===== src/rtl/multicycle_controller_pkg.sv =====
// Shared encodings for the multicycle RISC-V controller: FSM states, opcodes,
// immediate-format select, ALU operation class and ALU control codes.
package multicycle_controller_pkg;

  typedef enum logic [3:0] {
    S_FETCH    = 4'd0,
    S_DECODE   = 4'd1,
    S_MEMADR   = 4'd2,
    S_MEMREAD  = 4'd3,
    S_MEMWB    = 4'd4,
    S_MEMWRITE = 4'd5,
    S_EXECUTER = 4'd6,
    S_EXECUTEI = 4'd7,
    S_ALUWB    = 4'd8,
    S_BEQ      = 4'd9,
    S_JAL      = 4'd10
  } state_e;

  localparam logic [6:0] OP_LOAD   = 7'b0000011;
  localparam logic [6:0] OP_STORE  = 7'b0100011;
  localparam logic [6:0] OP_RTYPE  = 7'b0110011;
  localparam logic [6:0] OP_ITYPE  = 7'b0010011;
  localparam logic [6:0] OP_BRANCH = 7'b1100011;
  localparam logic [6:0] OP_JAL    = 7'b1101111;

  typedef enum logic [1:0] {
    IMM_I = 2'b00,
    IMM_S = 2'b01,
    IMM_B = 2'b10,
    IMM_J = 2'b11
  } immsrc_e;

  typedef enum logic [1:0] {
    ALUOP_ADD   = 2'b00,
    ALUOP_SUB   = 2'b01,
    ALUOP_FUNCT = 2'b10
  } aluop_e;

  typedef enum logic [2:0] {
    ALU_ADD = 3'b000,
    ALU_SUB = 3'b001,
    ALU_AND = 3'b010,
    ALU_OR  = 3'b011,
    ALU_SLT = 3'b101
  } alucontrol_e;

  // Immediate format depends only on the opcode, never on the FSM state.
  function automatic logic [1:0] imm_decode(input logic [6:0] op);
    case (op)
      OP_STORE:  imm_decode = IMM_S;
      OP_BRANCH: imm_decode = IMM_B;
      OP_JAL:    imm_decode = IMM_J;
      default:   imm_decode = IMM_I;
    endcase
  endfunction

endpackage


===== src/rtl/multicycle_controller_alu_decoder.sv =====
// ALU control decode: maps the FSM's ALU operation class plus instruction
// funct fields onto the ALU's 3-bit operation select.
module alu_decoder
  import multicycle_controller_pkg::*;
(
  input  logic [1:0] aluop_i,
  input  logic [2:0] funct3_i,
  input  logic       opb5_i,
  input  logic       funct7b5_i,
  output logic [2:0] alucontrol_o
);

  always_comb begin
    alucontrol_o = ALU_ADD;
    case (aluop_i)
      ALUOP_ADD: alucontrol_o = ALU_ADD;
      ALUOP_SUB: alucontrol_o = ALU_SUB;
      ALUOP_FUNCT: begin
        case (funct3_i)
          // Only register-register sub has op[5]=1; addi with imm[10]=1 stays add.
          3'b000:  alucontrol_o = (opb5_i && funct7b5_i) ? ALU_SUB : ALU_ADD;
          3'b010:  alucontrol_o = ALU_SLT;
          3'b110:  alucontrol_o = ALU_OR;
          3'b111:  alucontrol_o = ALU_AND;
          default: alucontrol_o = ALU_ADD;
        endcase
      end
      default: alucontrol_o = ALU_ADD;
    endcase
  end

endmodule


===== src/rtl/multicycle_controller.sv =====
// Moore-FSM control unit for a multicycle RISC-V datapath (lw/sw/R/I/beq/jal).
// Write enables are forced low while rst_n is asserted.
module multicycle_controller
  import multicycle_controller_pkg::*;
#(
  parameter int unsigned STATE_W = 4
) (
  input  logic       clk,
  input  logic       rst_n,
  input  logic [6:0] op,
  input  logic [2:0] funct3,
  input  logic       funct7b5,
  input  logic       zero,
  output logic       pcwrite,
  output logic       adrsrc,
  output logic       memwrite,
  output logic       irwrite,
  output logic       regwrite,
  output logic [1:0] resultsrc,
  output logic [1:0] alusrca,
  output logic [1:0] alusrcb,
  output logic [1:0] immsrc,
  output logic [2:0] alucontrol
);

  logic [STATE_W-1:0] state_q, state_d;
  logic               pcupdate;
  logic               branch;
  logic [1:0]         aluop;

  always_ff @(posedge clk or negedge rst_n) begin
    if (!rst_n) state_q <= STATE_W'(S_FETCH);
    else        state_q <= state_d;
  end

  always_comb begin
    state_d = STATE_W'(S_FETCH);
    case (state_q)
      STATE_W'(S_FETCH): state_d = STATE_W'(S_DECODE);
      STATE_W'(S_DECODE): begin
        case (op)
          OP_LOAD, OP_STORE: state_d = STATE_W'(S_MEMADR);
          OP_RTYPE:          state_d = STATE_W'(S_EXECUTER);
          OP_ITYPE:          state_d = STATE_W'(S_EXECUTEI);
          OP_BRANCH:         state_d = STATE_W'(S_BEQ);
          OP_JAL:            state_d = STATE_W'(S_JAL);
          default:           state_d = STATE_W'(S_FETCH);
        endcase
      end
      STATE_W'(S_MEMADR):
        state_d = (op == OP_LOAD) ? STATE_W'(S_MEMREAD) : STATE_W'(S_MEMWRITE);
      STATE_W'(S_MEMREAD):  state_d = STATE_W'(S_MEMWB);
      STATE_W'(S_EXECUTER),
      STATE_W'(S_EXECUTEI),
      STATE_W'(S_JAL):      state_d = STATE_W'(S_ALUWB);
      default:              state_d = STATE_W'(S_FETCH);
    endcase
  end

  always_comb begin
    pcupdate  = 1'b0;
    branch    = 1'b0;
    aluop     = ALUOP_ADD;
    adrsrc    = 1'b0;
    memwrite  = 1'b0;
    irwrite   = 1'b0;
    regwrite  = 1'b0;
    resultsrc = '0;
    alusrca   = '0;
    alusrcb   = '0;
    case (state_q)
      STATE_W'(S_FETCH): begin
        irwrite   = 1'b1;
        pcupdate  = 1'b1;
        alusrcb   = 2'b10;
        resultsrc = 2'b10;
      end
      STATE_W'(S_DECODE): begin
        alusrca = 2'b01;
        alusrcb = 2'b01;
      end
      STATE_W'(S_MEMADR): begin
        alusrca = 2'b10;
        alusrcb = 2'b01;
      end
      STATE_W'(S_MEMREAD): adrsrc = 1'b1;
      STATE_W'(S_MEMWRITE): begin
        adrsrc   = 1'b1;
        memwrite = 1'b1;
      end
      STATE_W'(S_MEMWB): begin
        resultsrc = 2'b01;
        regwrite  = 1'b1;
      end
      STATE_W'(S_EXECUTER): begin
        alusrca = 2'b10;
        aluop   = ALUOP_FUNCT;
      end
      STATE_W'(S_EXECUTEI): begin
        alusrca = 2'b10;
        alusrcb = 2'b01;
        aluop   = ALUOP_FUNCT;
      end
      STATE_W'(S_ALUWB): regwrite = 1'b1;
      STATE_W'(S_BEQ): begin
        alusrca = 2'b10;
        aluop   = ALUOP_SUB;
        branch  = 1'b1;
      end
      STATE_W'(S_JAL): begin
        alusrca  = 2'b01;
        alusrcb  = 2'b10;
        pcupdate = 1'b1;
      end
      default: ;
    endcase
    // State already reads FETCH during reset; this keeps FETCH's enables quiet too.
    if (!rst_n) begin
      pcupdate  = 1'b0;
      branch    = 1'b0;
      aluop     = ALUOP_ADD;
      adrsrc    = 1'b0;
      memwrite  = 1'b0;
      irwrite   = 1'b0;
      regwrite  = 1'b0;
      resultsrc = '0;
      alusrca   = '0;
      alusrcb   = '0;
    end
  end

  assign pcwrite = pcupdate | (branch & zero);
  assign immsrc  = imm_decode(op);

  alu_decoder u_alu_decoder (
    .aluop_i      (aluop),
    .funct3_i     (funct3),
    .opb5_i       (op[5]),
    .funct7b5_i   (funct7b5),
    .alucontrol_o (alucontrol)
  );

endmodule


===== config.mk =====
export PLATFORM = sky130hd
export DESIGN_NAME = multicycle_controller
export DESIGN_NICKNAME = d
export VERILOG_FILES = /design/src/rtl/multicycle_controller_pkg.sv /design/src/rtl/multicycle_controller_alu_decoder.sv /design/src/rtl/multicycle_controller.sv
export SDC_FILE = /design/constraint.sdc
export NUM_CORES = 1
export LEC_CHECK = 0
export BUFFER_PORTS_ARGS = -buffer_cell sky130_fd_sc_hd__buf_4
export CORE_AREA = 3 3 40 42
export DETAILED_ROUTE_END_ITERATION = 7
export DIE_AREA = 0 0 43 45
export GPL_ROUTABILITY_DRIVEN = 0
export PLACE_DENSITY = 0.87
export RECOVER_POWER = 25
export SLEW_MARGIN = 20
export SYNTH_ARGS = -nofsm -noshare
export SYNTH_HDL_FRONTEND = slang
export SYNTH_SLANG_ARGS = --single-unit

===== constraint.sdc =====
create_clock -name clk -period 3.05 [get_ports clk]
set_input_delay 0.4575 -clock clk [delete_from_list [all_inputs] [get_ports clk]]
set_output_delay 0.4575 -clock clk [all_outputs]
set_load 0.02 [all_outputs]

==> results of run 1 <==
[layout make-up]
class	instances	share of cell area, %
Clock buffer	3	2.69
Multi-Input combinational cell	69	55.2
Tap cell	15	2.25
Timing Repair Buffer	29	25.1
Sequential cell	4	12.0
Inverter	6	2.69
[cells in the final DEF (no fill, tap or decap), types with 2 or more instances in the layout]
cell and n:
buf_4 27, nor2b_1 8, inv_1 6, nand2_1 5, nor2_1 5, nand3_1 4
nand2b_1 4, nor3_1 4, dfrtp_1 4, xnor2_1 3, nor3b_1 3, a21oi_1 3
clkbuf_4 3, o21ai_0 2, and3b_1 2, a31oi_1 2, xor2_1 2, and3_1 2
ha_1 2, clkbuf_1 2
[power by group through the flow]
stage,clock network [mW],logic [mW],registers (mW)
2_1_floorplan,0,0.131,0.0691
4_1_cts,0.0676,0.174,0.0877
3_5_place_dp,0,0.173,0.0885
6_report,0.0654,0.171,0.0896
5_1_grt,0.0725,0.187,0.0935
3_3_place_gp,0,0.169,0.0872
[metal layers]
metal | global-route usage, % | vias to the layer above | share of wire (%)
li1 | - | 353 | -
met3 | 3.98 | 2 | 7.6
met1 | 21.6 | 298 | 45
met4 | 7.23 | 0 | 0.54
met2 | 29.9 | 32 | 47
met5 | 0 | - | 0
[synth_stat cells]
master	number	area (um2)
a211o_1	1	8.76
a211oi_1	1	7.51
a21boi_0	1	7.51
a21oi_1	3	15.0
a21oi_2	1	8.76
a31oi_1	2	12.5
and3_1	2	12.5
and3b_1	2	17.5
and4b_1	1	10.0
and4bb_2	1	12.5
buf_2	5	25.0
buf_4	1	7.51
dfrtp_1	4	100
ha_1	2	25.0
inv_1	6	22.5
mux2i_1	1	10.0
nand2_1	5	18.8
nand2b_1	4	25.0
nand3_1	4	20.0
nand3b_1	1	7.51
nand4bb_1	1	11.3
nor2_1	5	18.8
nor2b_1	8	50.1
nor3_1	4	20.0
nor3b_1	3	22.5
nor4b_1	1	8.76
o21a_1	1	7.51
o21ai_0	2	10.0
o21ai_1	1	5.00
o21bai_1	1	7.51
o31ai_1	1	7.51
o41ai_1	1	8.76
or2_1	1	6.26
or3_1	1	6.26
or3b_1	1	8.76
xnor2_1	3	26.3
xor2_1	2	17.5
[worst paths after layout]
path                                      start                    to  slack (ns)  cells after the start
max                                       rst_n         alucontrol[0]        0.62                      9
min                                       rst_n  state_q[2]$_DFF_PN0_        0.11                      1
max reg2reg                state_q[1]$_DFF_PN0_  state_q[1]$_DFF_PN0_        1.68                      3
min reg2reg                state_q[0]$_DFF_PN0_  state_q[0]$_DFF_PN0_        0.73                      1
max in group asynchronous                 rst_n  state_q[1]$_DFF_PN0_        2.65                      1
min in group clk                          op[0]  state_q[1]$_DFF_PN0_        0.49                      3
[cells by family (layout without fill, tap and decap cells)]
kind of cell / after synthesis / in the layout / synth area share (%)
mux: 1 / 1 / 1.62
compound gates: 16 / 16 / 17.2
simple gates: 45 / 45 / 44.8
fa+ha+maj: 2 / 2 / 4.06
flops: 4 / 4 / 16.2
xor+xnor: 5 / 5 / 7.10
buf+inv: 12 / 38 / 8.92
[stage by stage]
stage,cell area [um2],hold slack [ns]
finish,836,0.115
floorplan,617,0.162
global route,836,0.135
CTS,843,0.0213
global placement,821,0.273
detailed placement,821,0.274
==> summary.md, run 1 <==
| Metric | Value |
|---|---|
| DRT Pass-1 Iters | 4 |
| Final min period | around 2.4 ns |
| Largest net degree at the start of global routing | 17 |
| Clk_skew | a little under 0.006 ns |
| Post-layout power | 0.326 mW |
| Final Non-Filler Cells | between 100 and 150 |
| Fillers | 118 |
| NetSw | between 0.1 and 0.15 mW |
| Global-route wire length before repair | 2640 um |
| GRT overflow | 0 |
| Nature of the critical path endpoint | primary output |
| Fmax | roughly 0.4 GHz |
| Synth unique cells | 37 |
| N_diodes | 0 |
| Worst path most repeated cell | nor2b_1 |
| DIE AREA | between 1500 and 2000 um2 |
| Final Setup Violations | 0 |
| Max_cap viols | 0 |
| Sw Share | a little over two fifths |
| Total global-route track usage | between 15 and 20% |
| Layout cells sized above 1 | approximately 29% |
| H-tree depth | 1 |
| Final worst slack | roughly 0.62 ns |
| Crit path DAT | a little under 2 ns |
| Worst path slowest cell | clkbuf_1 |
| NumNets Final | between 100 and 150 |
| CTS Hold Buffers Added | 0 |
| Worst path top cell family by delay | buffers and inverters |
| Vias | 685 |
| Multi-input logic area | around 460 um2 |
| CTS sink count | 4 |
| Final hold vios | 0 |
| Final Max Slew Viols | 0 |
| CTS buffer count | 3 |
| P_int | 0.185 mW |
| Root buf cell | clkbuf_4 |
| Tcrit/Tclk final | about four fifths |
| Post-route ant nets | 0 |
| Postcts setup bufs | 0 |
| Mean Syn Cell Area | around 7.3 um2 |
| P_leak | about 0.41 nW |
| Resized cells post-CTS | 0 |
| Syn Inst Count | 85 |
| Die Wd | 43 um |
| Proportion of synthesized chip area in sequential cells | about 16% |
| Worst-path clk slew | ~0.04 ns |
| Syn_nets | between 100 and 150 |
| Cell Area, Synth | about 620 um2 |
| RSZ-0062 raised after global routing | no |
| Post-Route Utilization | between 60 and 70% |
| Rel. slew slack | around 70% |
| Pwr dens | 390 nW/um2 |
| Cell chain of the critical path | clkbuf_1 -> nor2b_1 -> nand3_1 -> inv_1 -> ha_1 -> nor2b_1 -> o21ai_0 -> a21oi_1 -> buf_4 |
| Syn-to-layout area delta | 35.5% |
| Data required, critical path | about 2.6 ns |
| Critical path class | input pin to primary output |
| Clock power frac | about a fifth |
| DR iter-0 viols | 11 |
| Worst Path Max Fanout | 9 |
| Startpoint Class | input pin |
| Setup TNS | 0 ns |
| Vias in the first global route | about 630 |
| Largest reg by FF count | state_q |
| Initial Util | about half |
| YS warnings | 0 |
| Peak supply drop | between 0.2 and 0.3 mV |
| Clk_lat worst skew | about 0.24 ns |
| Max FFs per register | 4 |
| Buf/Inv on CP | 3 |
| CP peak stage delay | roughly 0.31 ns |
| Worst slew pin tran | between 0.4 and 0.5 ns |
| Residual DRC | 0 |
| IO Count | 30 |
| Clock Path Buffers | 2 |
| Type of the tightest min-delay check | input pin to async pin |
| Die Y | around 45 um |
| Register share of total power | between 20% and 30% |
| DP Wirelength | ~1200 um |
| Cell Rows | 13 |
| Pre-CTS setup slack | 0.836 ns |
| Routed wire per std cell | 11.8 um |
| Outcome | finished, final reports clean |
| Initial antenna violation count | 0 |
| Comb pwr share | between 50 and 60% |
| Reg area | approximately 100 um2 |
| Total Wirelength | between 1000 and 1500 um |
| FF+latch count, synth | 4 |
| Core Region | between 1000 and 1500 um2 |
| # placed instances | roughly 120 |
| Port bufs | 29 |
| Regs by FF count | state_q x4 |
| CTS tree | done |
| Vias/cell | roughly 5.4 |
Note: power is estimated with default switching activity, not from simulation.
==> run 2: changes to the inputs <==
ABC_AREA = 1   (was not set)
CORE_AREA = not set   (was 3 3 40 42)
CORE_MARGIN = 3   (was not set)
CORE_UTILIZATION = 38   (was not set)
DIE_AREA = not set   (was 0 0 43 45)
PLACE_DENSITY = 0.8   (was 0.87)
clock period = 1.94 ns   (was 3.05 ns; I/O delays follow)
==> run 2 against run 1 <==
Against the previous run:
- design area increased by 12%
- synthesized cell count increased by 15%
- hold slack improved by 0.27 ns
- sequential cell count unchanged
- combinational power increased by 100%
- largest power group unchanged
- area after synthesis decreased by 10%
- global-route usage unchanged
- critical path depth increased by 1
- clock skew decreased by 0.0036 ns
- setup slack got worse by 0.60 ns
- largest cell class unchanged
- critical path type is now flip-flop to primary output
- register-to-register slack got worse by 0.95 ns
- utilization increased by 5.3 points
==> summary.md, run 2 <==
| Metric | Value |
|---|---|
| Outcome | finished, final reports clean |
| Port bufs | 29 |
| CTS buffer count | 3 |
| Max_cap viols | 0 |
| Tcrit/Tclk final | 98.6% |
| Initial antenna violation count | 0 |
| Highest-count cells in the layout ignoring fill and taps | buf_4 (38), nand2_1 (29), inv_1 (10), nor2_1 (10), nand3_1 (8) |
| Rel. slew slack | a little over four fifths |
| Peak supply drop | 0.590 mV |
| Top area cells in the synthesized netlist | nand2_1 (22%), dfrtp_1 (18%), inv_1 (8.1%), nor2_4 (8.1%), nand3_1 (7.2%) |
| Synth unique cells | 18 |
| Number of enable flip-flop cells after synthesis | 0 |
| Final Max Slew Viols | 0 |
| Final min period | 1.91 ns |
| Post-route cell area | around 940 um2 |
| Core Region | approximately 1300 um2 |
| N_diodes | 0 |
| CTS sink count | 4 |
| Vias/cell | 4.66 |
| Clock Path Buffers | 2 |
| Data required, critical path | between 1.5 and 2 ns |
| Root buf cell | clkbuf_4 |
| RSZ-0062 raised after global routing | yes |
| DR iter-0 viols | 4 |
| CTS tree | done |
| Reg-to-reg endpoint | state_q[2]$_DFF_PN0_ |
| CP Capture Point | alucontrol[0] |
| Cell Area, Synth | ~550 um2 |
| Regs by FF count | state_q x4 |
| Syn-to-layout area delta | 69.7% |
| Total global-route track usage | 17.6% |
| Worst Path Max Fanout | 4 |
| Register share of total power | between 20% and 30% |
| Most frequent cell after synthesis | nand2_1 |
| Nature of the critical path endpoint | primary output |
| Crit path DAT | approximately 1.6 ns |
| Comb pwr share | 61.2% |
| Global-route wire length before repair | around 2700 um |
| R2R Setup Slk | around 0.73 ns |
| Worst R2R Start | state_q[2]$_DFF_PN0_ |
| Largest reg by FF count | state_q |
| Residual DRC | 0 |
| Most common cell after layout, fill and taps aside | buf_4 |
| Layout cells sized above 1 | roughly 46% |
| Initial Util | roughly 41% |
| Worst slew pin tran | 0.242 ns |
| Fmax | approximately 0.52 GHz |
| FF+latch count, synth | 4 |
| Clk_lat worst skew | 0.23 ns |
| Critical path origin | state_q[2]$_DFF_PN0_ |
| P_leak | about 0.54 nW |
| Die Y | between 40 and 50 um |
| IO Count | 30 |
| NumNets Final | between 150 and 200 |
| Syn_nets | 114 |
| NetSw | around 0.25 mW |
| Final Setup Violations | 0 |
| Startpoint Class | flip-flop |
| Mean Syn Cell Area | 5.64 um2 |
| Commonest cells in the netlist | nand2_1 (32), inv_1 (12), nor2_1 (10), nand3_1 (8) |
| DP Wirelength | 1190 um |
| Placed instance area | between 700 and 800 um2 |
| Proportion of synthesized chip area in sequential cells | a little under a fifth |
| Critical path class | flip-flop to primary output |
| Vias | between 700 and 800 |
| YS warnings | 0 |
| Synth async-reset ratio | 100% |
| Vias in the first global route | approximately 650 |
| Cells on worst reg2reg path | 6 |
| Routed wire per std cell | roughly 10 um |
| Worst-path clk slew | 0.04 ns |
| DIE AREA | between 1500 and 2000 um2 |
| Total Wirelength | between 1500 and 2000 um |
| Synth area leader | nand2_1 |
| Largest net degree at the start of global routing | 8 |
| DRT Pass-1 Iters | 4 |
| Post-Route Utilization | between 70% and 80% |
| Clk_skew | around 0.0023 ns |
| Type of the tightest min-delay check | input pin to flip-flop |
| Area share of the largest cell type after synthesis | between 20% and 30% |
| Pwr dens | 598 nW/um2 |
| Post-route ant nets | 0 |
| H-tree depth | 1 |
| Sw Share | 44.4% |
| Die Wd | ~44 um |
| Syn Inst Count | 98 |
| GRT overflow | 0 |
| Setup TNS | 0 ns |
| P_int | 0.312 mW |
| Prevailing post-synth register cell | dfrtp_1 |
| Final hold vios | 0 |
| Max FFs per register | 4 |
| Cell Rows | 13 |
| Clock power frac | ~18% |
run 2: changes by cell type in the layout (fill, tap and decap cells not counted), moves of 4 or more:
| cell | previous run | this run |
|---|---|---|
| inv_1 | 6 | 10 |
| nor2_1 | 5 | 10 |
| inv_2 | 0 | 6 |
| nor2_4 | 0 | 5 |
| nor2b_1 | 8 | 0 |
| nand3_1 | 4 | 8 |
| buf_4 | 27 | 38 |
| nand2b_1 | 4 | 0 |
| nand2_1 | 5 | 29 |
run 2: through the flow:
step / instances / power (mW) / hold WS, ns / worst slack, ns
2_1_floorplan: 98 / 0.319 / -0.00459 / 0.117
3_3_place_gp: 141 / 0.418 / 0.108 / 0.117
3_5_place_dp: 141 / 0.422 / 0.111 / 0.0641
4_1_cts: 153 / 0.553 / 0.389 / 0.00703
5_1_grt: 155 / 0.618 / 0.411 / -0.0977
6_report: 155 / 0.561 / 0.388 / 0.0264
run 2: per-layer routing:
metal | global-route usage [%] | part of all wire (%) | vias to the layer above | wire (um)
met3 | 3.66 | 5.0 | 0 | 78
li1 | - | - | 390 | -
met5 | 0 | 0 | - | 0
met4 | 1.81 | 0 | 0 | 0
met2 | 31.7 | 53 | 17 | 815
met1 | 22.1 | 42 | 316 | 655
run 2: area by class of cell:
| cell class | instances | area [um2] |
|---|---|---|
| tap | 15 | 18.8 |
| clock buffer | 3 | 22.5 |
| inverter | 17 | 66.3 |
| timing repair buffer | 40 | 303 |
| multi-input combinational | 76 | 427 |
| fill | 130 | 395 |
| sequential | 4 | 101 |
run 2: kinds of logic after synthesis:
kind of cell    count (synthesis)  share of synthesized area (%)
simple gates                   66                           57.2
buf+inv                        18                           12.9
compound gates                  8                           7.24
flops                           4                           18.1
fa+ha+maj                       2                           4.52
run 2: worst max-delay path, stage by stage (launching register included):
cell and delay (ns):
dfrtp_2 0.43, nor2_4 0.15, nand2_2 0.08, nor2_4 0.09, inv_2 0.06, ha_4 0.16
nand2_4 0.07, nor2_1 0.04, nor2_1 0.08, a21oi_1 0.07, buf_4 0.15
run 2: how the worst min path moves through the flow:
| stage | slack (ns) | startpoint | to | depth (start not counted) |
|---|---|---|---|---|
| 5_1_grt | 0.41 | op[4] | state_q[1]$_DFF_PN0_ | 4 |
| 3_3_place_gp | 0.11 | rst_n | state_q[1]$_DFF_PN0_ | 1 |
| 2_1_floorplan | -0.005 | rst_n | state_q[0]$_DFF_PN0_ | 0 |
| 3_5_place_dp | 0.11 | rst_n | state_q[0]$_DFF_PN0_ | 1 |
| 6_report | 0.39 | op[6] | state_q[1]$_DFF_PN0_ | 4 |
| 4_1_cts | 0.39 | op[6] | state_q[1]$_DFF_PN0_ | 4 |
run 2: power by group through the flow:
| stage | sequential (mW) | clock [mW] | combinational, mW |
|---|---|---|---|
| detailed placement | 0.115 | 0 | 0.307 |
| global placement | 0.115 | 0 | 0.303 |
| finish | 0.117 | 0.101 | 0.344 |
| CTS | 0.117 | 0.103 | 0.333 |
| floorplan | 0.113 | 0 | 0.207 |
| global route | 0.119 | 0.118 | 0.382 |
run 2: timing repair:
action	CTS	global route
setup endpoints to repair	3	3
pin swaps	4	2
buffers inserted	8	2
resized for setup	8	4
hold buffers	1	0
hold endpoints to repair	4	0
==> run 3: changes to the inputs <==
CORE_AREA = 3 3 40 42   (was not set)
CORE_MARGIN = not set   (was 3)
CORE_UTILIZATION = not set   (was 38)
DIE_AREA = 0 0 43 45   (was not set)
PLACE_DENSITY = 0.82   (was 0.8)
clock period = 1.95 ns   (was 1.94 ns; I/O delays follow)
==> run 3 against run 2 <==
Against the previous run:
- hold slack got worse by 0.0036 ns
- highest routed layer is now met4
- critical path depth increased by 2
- power increased by 8.5%
- utilization increased by 7.6 points
- the flow now finishes with violations (negative setup slack)
- global-route usage increased by 1.0 points
- register-to-register slack got worse by 0.06 ns
- die area decreased by 0.73%
- routed wire length increased by 32%
- sequential cell count unchanged
- sequential power about the same
- sequential share of layout area decreased by 0.69 points
- combinational power increased by 15%
==> summary.md, run 3 (synthesized netlist as in run 2, its figures left out) <==
| Metric | Value |
|---|---|
| Worst Path Max Fanout | 3 |
| Post-layout power | around 0.61 mW |
| DRT Pass-1 Iters | 4 |
| HP Start | op[6] |
| DIE AREA | 1940 um2 |
| Outcome | complete, but fails checks |
| Cells on worst reg2reg path | 7 |
| Hold EP | state_q[1]$_DFF_PN0_ |
| Vias | between 800 and 900 |
| Multi-input logic area | approximately 440 um2 |
| Cell Rows | 13 |
| Final hold vios | 0 |
| Worst R2R Start | state_q[3]$_DFF_PN0_ |
| DR iter-0 viols | 13 |
| Worst path slowest cell | dfrtp_1 |
| Clk_skew | 0.00369 ns |
| Highest-count cells in the layout ignoring fill and taps | buf_4 (45), nand2_1 (29), inv_1 (10) |
| NumNets Final | roughly 170 |
| Final min period | between 2 and 2.5 ns |
| Worst slew pin tran | 0.244 ns |
| CTS buffer count | 3 |
| Critical path class | flip-flop to primary output |
| Data required, critical path | 1.66 ns |
| RSZ-0062 raised after global routing | yes |
| Clk_lat worst skew | approximately 0.23 ns |
| Most Used Layer, Global Route | met2 |
| GR Util met3 | 2.79% |
| Initial antenna violation count | 0 |
| Core Region | around 1300 um2 |
| Violated checks | negative setup slack |
| IO Count | 30 |
| Syn-to-layout area delta | 81.2% |
| # placed instances | roughly 140 |
| Max FFs per register | 4 |
| Fillers | 96 |
| Fmax | slightly below 0.5 GHz |
| Port bufs | 29 |
| Hold path depth | 4 |
| Post-route ant nets | 0 |
| Die Y | roughly 45 um |
| Largest net degree at the start of global routing | 8 |
| Layout cells sized above 1 | 50.3% |
| Pwr dens | 608 nW/um2 |
| Reg area | between 100 and 150 um2 |
| Grt met1 use | 19.8% |
| Final worst slack | -0.0876 ns |
| Most common cell after layout, fill and taps aside | buf_4 |
| Pre-CTS setup slack | 0.0562 ns |
| Setup TNS | -0.147 ns |
| Routed wire per std cell | 12.6 um |
| CTS sink count | 4 |
| Max_cap viols | 0 |
| CP peak stage delay | 0.40 ns |
| Largest reg by FF count | state_q |
| Global-route wire length before repair | approximately 2700 um |
| Type of the tightest min-delay check | input pin to flip-flop |
| Tcrit/Tclk final | 104% |
| Nature of the critical path endpoint | primary output |
| Peak supply drop | between 0.3 and 0.4 mV |
| Root buf cell | clkbuf_4 |
| Total global-route track usage | 18.6% |
| Vias/cell | slightly above 5 |
| Total Wirelength | between 2000 and 2500 um |
| Clock Path Buffers | 2 |
| Vias in the first global route | around 750 |
| Final Setup Violations | 3 |
| Worst-path clk slew | around 0.040 ns |
| Regs by FF count | state_q x4 |
| Rel. slew slack | a little over four fifths |
| P_leak | a little under 0.6 nW |
| Startpoint Class | flip-flop |
| Met2 Usage GRT | between 30% and 40% |
| Reg-to-reg endpoint | state_q[1]$_DFF_PN0_ |
| R2R Setup Slk | between 0.6 and 0.7 ns |
| N_diodes | 0 |
| GRT overflow | 0 |
| H-tree depth | 1 |
| Final Max Slew Viols | 0 |
| Worst path most repeated cell | inv_2 |
| Cell chain of the critical path | inv_2 -> nand2_4 -> inv_2 -> nand2_2 -> nor2_4 -> inv_2 -> ha_4 -> nand2_4 -> nor2_4 -> nor2_2 -> a21oi_1 -> buf_4 |
| Residual DRC | 0 |
| Final Non-Filler Cells | approximately 160 |
| Die Wd | roughly 43 um |
| DP Wirelength | 1140 um |
| CTS tree | done |
| Initial Util | between 40% and 50% |
| Crit path DAT | around 1.8 ns |
[run 3: changes by cell type in the layout (fill, tap and decap cells not counted), sizes merged]
cell,before,now
buf,38,46
clkbuf,4,3
[run 3: worst max path at each step]
stage,startpoint,endpoint,slack [ns],cells after the start
CTS,state_q[1]$_DFF_PN0_,alucontrol[0],0.003,12
global route,state_q[1]$_DFF_PN0_,alucontrol[0],-0.20,12
floorplan,state_q[3]$_DFF_PN0_,alucontrol[0],0.13,10
finish,state_q[1]$_DFF_PN0_,alucontrol[0],-0.09,12
detailed placement,state_q[1]$_DFF_PN0_,alucontrol[0],0.06,12
global placement,state_q[1]$_DFF_PN0_,alucontrol[0],0.12,12
[run 3: metal layers]
metal | part of all wire (%) | wire [um]
met1 | 39 | 797
met2 | 51 | 1040
met3 | 6.8 | 139
met4 | 3.2 | 65
met5 | 0 | 0
[run 3: report_power, final]
group | internal [mW] | switching, mW | total, mW
combinational | 0.175 | 0.221 | 0.396
clock | 0.0686 | 0.0297 | 0.0983
sequential | 0.0964 | 0.0190 | 0.115
total | 0.340 | 0.270 | 0.609
[run 3: worst max-delay path: cells and delay by family (launching register included)]
kind / cells / cell delay, ns
DFF: 1 / 0.40
AOI/OAI and AO/OA: 1 / 0.08
adders and majority gates: 1 / 0.17
buffers and inverters: 4 / 0.37
and+or+nand+nor: 6 / 0.50
[run 3: metrics by stage]
| stage | hold WS, ns | instance area [um2] | utilization, % |
|---|---|---|---|
| global placement | 0.110 | 787 | 61.2 |
| floorplan | -0.00309 | 558 | - |
| CTS | 0.386 | 906 | 70.5 |
| global route | 0.419 | 1000 | 78.0 |
| finish | 0.384 | 1000 | 78.0 |
| detailed placement | 0.109 | 787 | 61.2 |
[run 3: area by class of cell]
cell class | instances | share of cell area [%]
Timing Repair Buffer | 47 | 35.8
Sequential cell | 4 | 10.1
Inverter | 17 | 6.37
Tap cell | 15 | 1.87
Multi-Input combinational cell | 76 | 43.6
Clock buffer | 3 | 2.25
[run 3: what timing repair did]
item                                    in CTS  in global routing
hold endpoints to repair                     4                  0
buffers inserted                             9                  8
endpoints found under the setup margin       3                  3
hold buffers                                 1                  0
resized for setup                            7                  9
pin swaps                                    5                  9
